**src/rtl/cdc_led_cmd.sv**
```systemverilog
// cdc_led_cmd: byte-stream command parser for an RGB LED; 'L' r g b sets duties, '?' reads them back.
// Drives three PWM enables from the committed duties.
module cdc_led_cmd #(
    parameter int unsigned PWM_DIV = 16,
    parameter logic [31:0] TIMEOUT = 32'd48000000
) (
    input  logic       clk,
    input  logic       rstn,
    input  logic [7:0] out_data_i,
    input  logic       out_valid_i,
    output logic       out_ready_o,
    output logic [7:0] in_data_o,
    output logic       in_valid_o,
    input  logic       in_ready_i,
    output logic [2:0] led_o
);
    typedef enum logic [2:0] {IDLE, ARG_R, ARG_G, ARG_B, RESP} state_t;
    localparam logic [15:0] PRE_LAST = 16'(PWM_DIV - 1);

    state_t      state_q, state_d;
    logic [7:0]  duty_r_q, duty_r_d, duty_g_q, duty_g_d, duty_b_q, duty_b_d;
    logic [7:0]  shadow_r_q, shadow_r_d, shadow_g_q, shadow_g_d, shadow_b_q, shadow_b_d;
    logic [23:0] resp_q, resp_d;
    logic [1:0]  resp_cnt_q, resp_cnt_d;
    logic [31:0] idle_q, idle_d;
    logic [7:0]  pwm_q, pwm_d;
    logic [15:0] pre_q, pre_d;
    logic [2:0]  led_q, led_d;
    logic        out_acc, in_acc, in_arg;

    assign out_ready_o = state_q != RESP;
    assign in_valid_o  = state_q == RESP;
    assign in_data_o   = resp_q[23:16];
    assign led_o       = led_q;
    assign out_acc     = out_valid_i && out_ready_o;
    assign in_acc      = in_valid_o && in_ready_i;
    assign in_arg      = state_q == ARG_R || state_q == ARG_G || state_q == ARG_B;

    always_comb begin
        state_d    = state_q;
        duty_r_d   = duty_r_q;
        duty_g_d   = duty_g_q;
        duty_b_d   = duty_b_q;
        shadow_r_d = shadow_r_q;
        shadow_g_d = shadow_g_q;
        shadow_b_d = shadow_b_q;
        resp_d     = resp_q;
        resp_cnt_d = resp_cnt_q;
        pre_d      = (pre_q == PRE_LAST) ? 16'd0 : pre_q + 16'd1;
        pwm_d      = (pre_q == PRE_LAST) ? pwm_q + 8'd1 : pwm_q;
        led_d      = {pwm_q < duty_b_q, pwm_q < duty_g_q, pwm_q < duty_r_q};
        // Idle counter only runs inside an argument frame and restarts on every accepted byte.
        idle_d     = (in_arg && !out_acc) ? idle_q + 32'd1 : 32'd0;
        case (state_q)
            IDLE: if (out_acc) begin
                state_d    = (out_data_i == 8'h4C) ? ARG_R : RESP;
                resp_d     = (out_data_i == 8'h3F) ? {duty_r_q, duty_g_q, duty_b_q} : 24'h210000;
                resp_cnt_d = (out_data_i == 8'h3F) ? 2'd3 : 2'd1;
            end
            ARG_R, ARG_G, ARG_B: if (out_acc) begin
                shadow_r_d = (state_q == ARG_R) ? out_data_i : shadow_r_q;
                shadow_g_d = (state_q == ARG_G) ? out_data_i : shadow_g_q;
                shadow_b_d = (state_q == ARG_B) ? out_data_i : shadow_b_q;
                state_d    = (state_q == ARG_R) ? ARG_G : (state_q == ARG_G) ? ARG_B : RESP;
                if (state_q == ARG_B) begin
                    duty_r_d   = shadow_r_q;
                    duty_g_d   = shadow_g_q;
                    duty_b_d   = out_data_i;
                    resp_d     = 24'h4B0000;
                    resp_cnt_d = 2'd1;
                end
            end else if (idle_q >= TIMEOUT - 32'd1) begin
                shadow_r_d = 8'd0;
                shadow_g_d = 8'd0;
                shadow_b_d = 8'd0;
                resp_d     = 24'h210000;
                resp_cnt_d = 2'd1;
                state_d    = RESP;
            end
            RESP: if (in_acc) begin
                resp_d     = resp_q << 8;
                resp_cnt_d = resp_cnt_q - 2'd1;
                state_d    = (resp_cnt_q == 2'd1) ? IDLE : RESP;
            end
            default: state_d = IDLE;
        endcase
    end

    always_ff @(posedge clk or negedge rstn) begin
        if (!rstn) begin
            state_q    <= IDLE;
            duty_r_q   <= '0;
            duty_g_q   <= '0;
            duty_b_q   <= '0;
            shadow_r_q <= '0;
            shadow_g_q <= '0;
            shadow_b_q <= '0;
            resp_q     <= '0;
            resp_cnt_q <= '0;
            idle_q     <= '0;
            pwm_q      <= '0;
            pre_q      <= '0;
            led_q      <= '0;
        end else begin
            state_q    <= state_d;
            duty_r_q   <= duty_r_d;
            duty_g_q   <= duty_g_d;
            duty_b_q   <= duty_b_d;
            shadow_r_q <= shadow_r_d;
            shadow_g_q <= shadow_g_d;
            shadow_b_q <= shadow_b_d;
            resp_q     <= resp_d;
            resp_cnt_q <= resp_cnt_d;
            idle_q     <= idle_d;
            pwm_q      <= pwm_d;
            pre_q      <= pre_d;
            led_q      <= led_d;
        end
    end
endmodule

```
**config.mk**
```make
export PLATFORM = sky130hd
export DESIGN_NAME = cdc_led_cmd
export DESIGN_NICKNAME = d
export VERILOG_FILES = /design/src/rtl/cdc_led_cmd.sv
export SDC_FILE = /design/constraint.sdc
export NUM_CORES = 1
export LEC_CHECK = 0
export CAP_MARGIN = 20
export CORE_ASPECT_RATIO = 0.75
export CORE_UTILIZATION = 50
export DETAILED_ROUTE_END_ITERATION = 8
export GPL_TIMING_DRIVEN = 0
export MAX_ROUTING_LAYER = met4
export PLACE_DENSITY_LB_ADDON = 0.25
export SYNTH_ARGS = -nofsm -noshare
export SYNTH_HDL_FRONTEND = slang
export SYNTH_SLANG_ARGS = --single-unit
```
**constraint.sdc**
```tcl
create_clock -name clk -period 2 [get_ports clk]
set_input_delay 0.6 -clock clk [delete_from_list [all_inputs] [get_ports clk]]
set_output_delay 0.6 -clock clk [all_outputs]
set_load 0.02 [all_outputs]
```
==> impl_metrics.toml, run 1 <==
[global_routing]
antenna_found_initial = 0
track_usage_pct = 24.9
grt_max_degree = 101
grt_pass1_wl_mm = 24.4
grt.overflow.total = 0
grt_pass1_vias = 4733

[placed_design]
gp_congestion = 0.848
place_area_sq_um = 6820
dp_hpwl_mm = 9.68
dp.cells = 779
io_buffers = 24

[layout]
fillCellCount = 919
final_cells = 841
syn_to_final_growth_pct = 25.6
regArea_sq_um = 3210
num-nets-final = 699
antennaDiodeCount = 0
drive_gt1_share_pct = 27.4
final_area_sq_um = 7950
multi_input_area_sq_um = 3070

[synthesis]
synth_area_leaders = "dfrtp_1, mux2_2, ha_1"
yosys.area_share.simple_pct = 16.8
synth_area_sq_um = 6330
synthTopCellsByCount = "dfrtp_1, nor2_1, nand2_1, mux2_2"
synth-edff-count = 0
synthAdderAreaFrac_pct = 5.10
synth-compound-area-share_pct = 8.92
synth_seq_cells = 128
synth_top_area_share_pct = 50.6
synth_ff_type = "dfrtp_1"
synth_top_area_cell = "dfrtp_1"
seq_area_frac_synth_pct = 50.6
ys_async_sr_fraction_pct = 100
synth_top_family_by_area = "simple AND/OR/NAND/NOR gates"
synth_most_common_cell = "dfrtp_1"
synth.mux.area_fraction_pct = 7.30
syn-num-nets = 625
synth_cell_types = 53
yosysWarnings = 0
postSynthCellCount = 588
avgSynthCellArea_sq_um = 10.8
synth_xor_area_share_pct = 7.20

[flow_run]
cap_violations = 0

[power]
power_mw = 7.04
power_density_nw_per_um2 = 886
p_leak_nw = 3.60
ir_drop_mv = 0.657

[worst_setup_path]
cp_max_fo = 6
cp-start-kind = "flip-flop"
crit_required_ns = 2.30
regToRegStartpoint = "idle_q[17]"
setup.worst_path.end_class = "flip-flop"
rrSetupSlack_ns = -0.26
crit_path_start = "idle_q[17]"
critPathArrivalTime_ns = 2.56
worst-setup-path-type = "reg2reg"

[route]
totalWireLength_mm = 15.0
vias = 4747
viasPerCell = 5.64
drt_iter0_drc = 421
drc = 0
post_drt_wl_per_cell_um = 17.8
final_antenna_net_count = 0
dr.pass1.iters = 5

[timing]
final-setup-viol-count = 44
clock_skew_ns = 0.00810
relSlewSlack_pct = 65.9
tightest_slew_ns = 0.512
fin_crit_sh_pct = 113
tns_ns = -4.04
slew_violations = 0
finalCriticalPeriod_ns = 2.26
finalHoldViolations = 0
rsz0062_at_grt = "true"
fmax_mhz = 443
fin_ws_ns = -0.259

[clock_network]
tritoncts = "yes"
clock_path_buffers = 2
cts_root_buf = "clkbuf_16"
cts_max_level = 4
cts.sink_count = 128
numCtsBuffers = 17
insertion_delay_ns = 0.42
cts_hold_buffers = 0
clk_pin_slew_worst_paths_ns = 0.06

[floorplanning]
die_x_um = 132
die_y_um = 99.4
start_util_pct = 51.4
core_sq_um = 12300
rows = 35
num_io_pins = 25
dieArea_sq_um = 13100

[worst_hold_path]
hold_path.class = "in2async"

[run_status]
violations = "setup timing"
outcome = "finished, violations left"
path summary, 6_finish.rpt:
check	end	cells past startpoint
worst min register to register	pre_q[15]	1
worst min-delay path	resp_q[4]	1
worst max register to register	resp_q[9]	7
worst max-delay path	resp_q[9]	7
min in group clk	pre_q[15]	1
max in group asynchronous	idle_q[3]	2
state kept, by name (all words and copies together), names as in the netlist, 8 cells and up:
signal      flops
resp_q         24
pre_q          16
pwm_q           8
duty_g_q        8
shadow_r_q      8
idle_q         32
duty_b_q        8
duty_r_q        8
shadow_g_q      8
area by class of cell:
cell class / count / area share [%]
multi-input cells: 405 / 38.7
inverters: 29 / 1.56
well taps: 166 / 2.61
plain buffers: 24 / 2.35
clock inverters: 12 / 1.37
clock buffers: 20 / 5.87
repair buffers: 57 / 7.23
flip-flops and latches: 128 / 40.3
per-stage QoR:
step	utilization [%]	setup slack, ns	hold slack [ns]
after floorplan	-	0.0240	0.304
after CTS	62.5	-0.109	0.0554
after global placement	55.2	-4.63	0.464
after global routing	64.6	-0.264	0.0645
after detailed placement	55.4	-0.944	0.473
final	64.6	-0.259	0.0474
repair_timing:
item | in CTS | in global routing
gates cloned | 1 | 4
pin swaps | 6 | 18
resized for setup | 74 | 51
buffers inserted | 14 | 14
setup endpoints to repair | 85 | 59
where the power goes:
| group | switching (mW) | internal, mW | leakage (nW) |
|---|---|---|---|
| clock | 1.18 | 1.81 | 0.271 |
| combinational | 0.745 | 0.598 | 1.57 |
| sequential | 0.0539 | 2.66 | 1.76 |
| total | 1.98 | 5.06 | 3.60 |
cells in the final DEF (no fill, tap or decap), types with 4 or more instances in the layout:
cell             instances
a21oi_1                 12
a22oi_1                 11
and3_1                  16
and4_1                   6
buf_4                   31
buf_6                   12
clkbuf_1                 4
clkbuf_16               18
clkbuf_2                 5
clkdlybuf4s50_1         10
clkinvlp_4               5
dfrtp_1                126
dlygate4sd2_1            8
ha_1                    25
inv_1                   27
mux2_2                  41
nand2_1                 35
nand2_2                 11
nand2b_1                 5
nand3_1                 20
nand4_1                 12
nor2_1                  57
nor2b_1                  6
nor3_1                   8
o21ai_0                  9
o21ai_1                  9
o21ai_2                  8
o31ai_2                  6
xnor2_1                 24
xor2_1                  28
metal layers:
layer,global-route usage [%],share of wire [%]
met3,4.99,4.9
met2,35.6,45
met4,8.32,1.9
met5,-,0
met1,35.3,48
cell families after synthesis:
family          after synthesis
flops                       128
mux                          41
compound gates               79
fa+ha+maj                    26
xor+xnor                     52
buf+inv                      56
simple gates                206
worst max-delay path, stage by stage (launching register included):
cell and delay, ns:
dfrtp_1 0.40, or3_1 0.36, or4_4 0.46, a211oi_4 0.19, buf_6 0.16, o31ai_4 0.11, buf_6 0.19, o21ai_0 0.27
Power figures use the tool's default switching activity.
==> run 2: changes to the inputs <==
CORE_UTILIZATION = 45   (was 50)
==> run 2 against run 1 <==
Net effect: the flow still finishes with violations (setup timing); critical path depth unchanged; worst hold slack worse by 0.0029 ns; core utilization shrank 6.7 points; maximum frequency is 4.9% higher; global-route usage down 2.6 points; combinational power about the same.
==> impl_metrics.toml, run 2 (synthesis results as in run 1) <==
[placed_design]
gp_congestion = 0.841
io_buffers = 24
dp_hpwl_mm = 9.64
place_ws_ns = -0.989
dp.cells = 788

[timing]
whs_ns = 0.0445
slew_violations = 0
finalHoldViolations = 0
tns_ns = -3.52
final-setup-viol-count = 45
clock_skew_ns = 0.00781
finalCriticalPeriod_ns = 2.15
rsz0062_at_grt = "true"
fmax_mhz = 464
tightest_slew_ns = 0.493
fin_crit_sh_pct = 108
fin_ws_ns = -0.154
relSlewSlack_pct = 67.1

[worst_setup_path]
reg2regPathDepth = 7
critPathSlowestCell = "or4_4"
setup.worst_path.end_class = "flip-flop"
cp_max_fo = 10
worstPathCellList = "or3_1 -> or4_4 -> a211oi_4 -> o31ai_4 -> buf_12 -> buf_12 -> o31ai_2"
critPathArrivalTime_ns = 2.48
worst-path-stages = 7
crit_required_ns = 2.33
cp-start-kind = "flip-flop"
cp_num_buf_inv = 2
worst-setup-path-type = "reg2reg"
slowest_delay_ns = 0.46
cp_common_cell = "buf_12"
critPathTopFamily = "simple AND/OR/NAND/NOR gates"

[clock_network]
tritoncts = "yes"
cts_root_buf = "clkbuf_16"
cts.sink_count = 128
insertion_delay_ns = 0.42
clock_path_buffers = 2
cts_max_level = 4
clk_pin_slew_worst_paths_ns = 0.06
numCtsBuffers = 17
cts_hold_buffers = 0

[route]
vias = 4536
final_antenna_net_count = 0
totalWireLength_mm = 14.5
drc = 0
dr.pass1.iters = 7
viasPerCell = 5.37
drt_iter0_drc = 335
post_drt_wl_per_cell_um = 17.2

[floorplanning]
core_sq_um = 13700
rows = 37
start_util_pct = 46.2
dieArea_sq_um = 14500
die_y_um = 105
num_io_pins = 25
die_x_um = 139

[layout]
syn_to_final_growth_pct = 25.4
regArea_sq_um = 3200
final_cells = 845
final_common_cell = "dfrtp_1"
antennaDiodeCount = 0
multi_input_area_sq_um = 3010
final_cell_mix = "dfrtp_1, nor2_1, mux2_2"
top_register = "idle_q"
fillCellCount = 1110
largest_register_ffs = 32
num-nets-final = 695
drive_gt1_share_pct = 24.8
reg_top3 = "idle_q: 32 flops, resp_q: 24 flops, pre_q: 16 flops"

[global_routing]
grt_pass1_wl_mm = 23.9
track_usage_pct = 22.3
grt_max_degree = 100
grt.overflow.total = 0
antenna_found_initial = 0
grt_pass1_vias = 4540

[power]
p_leak_nw = 3.60
power_density_nw_per_um2 = 920
ir_drop_mv = 0.686
power_mw = 7.31

[flow_run]
cap_violations = 0

[run_status]
violations = "setup timing"
outcome = "finished, violations left"

[worst_hold_path]
hold_path.class = "in2async"
-- run 2: path summary, 6_finish.rpt --
| kind | startpoint | end | slack (ns) |
|---|---|---|---|
| setup / recovery | idle_q[17] | resp_q[1] | -0.15 |
| hold / removal | rstn | pre_q[8] | 0.04 |
| setup reg to reg | idle_q[17] | resp_q[1] | -0.15 |
| hold reg to reg | pre_q[15] | pre_q[15] | 0.48 |
| max in group asynchronous | rstn | idle_q[18] | 1.19 |
| min in group clk | pre_q[15] | pre_q[15] | 0.48 |
-- run 2: layout make-up --
type / count / area share, %
Clock buffer: 19 / 5.58
Clock inverter: 12 / 2.10
Multi-Input combinational cell: 404 / 38.0
Sequential cell: 128 / 40.3
Timing Repair Buffer: 52 / 6.87
Buffer: 26 / 2.82
Tap cell: 175 / 2.76
Inverter: 29 / 1.56
-- run 2: through the flow --
step / area, sq um / util (%)
after floorplan: 6340 / -
after global placement: 6800 / 49.6
after detailed placement: 6830 / 49.9
after CTS: 7770 / 56.7
after global routing: 7940 / 57.9
final: 7940 / 57.9
-- run 2: worst register-to-register path, cell delays in order (launching register included) --
cell and delay (ns):
dfrtp_1 0.40, or3_1 0.36, or4_4 0.46, a211oi_4 0.24, o31ai_4 0.09, buf_12 0.16
buf_12 0.15, o31ai_2 0.21
-- run 2: layer usage --
| layer | part of all wire, % | wire (um) | track usage, % | vias to the layer above |
|---|---|---|---|---|
| met5 | 0 | 0 | - | - |
| met4 | 1.2 | 171 | 7.70 | 0 |
| met3 | 4.4 | 642 | 6.55 | 12 |
| met2 | 42 | 6130 | 29.3 | 90 |
| met1 | 52 | 7560 | 32.3 | 2237 |
| li1 | - | - | - | 2197 |
-- run 2: timing repair --
| item | in CTS | in global routing |
|---|---|---|
| setup endpoints to repair | 86 | 62 |
| cloned | 2 | 1 |
| pin swaps | 22 | 5 |
| buffers inserted | 15 | 11 |
| resized for setup | 87 | 20 |
-- run 2: where the power goes --
part           total (mW)  switching (mW)  internal [mW]
sequential           2.71          0.0530           2.66
combinational        1.36           0.712          0.650
clock                3.23            1.13           2.10
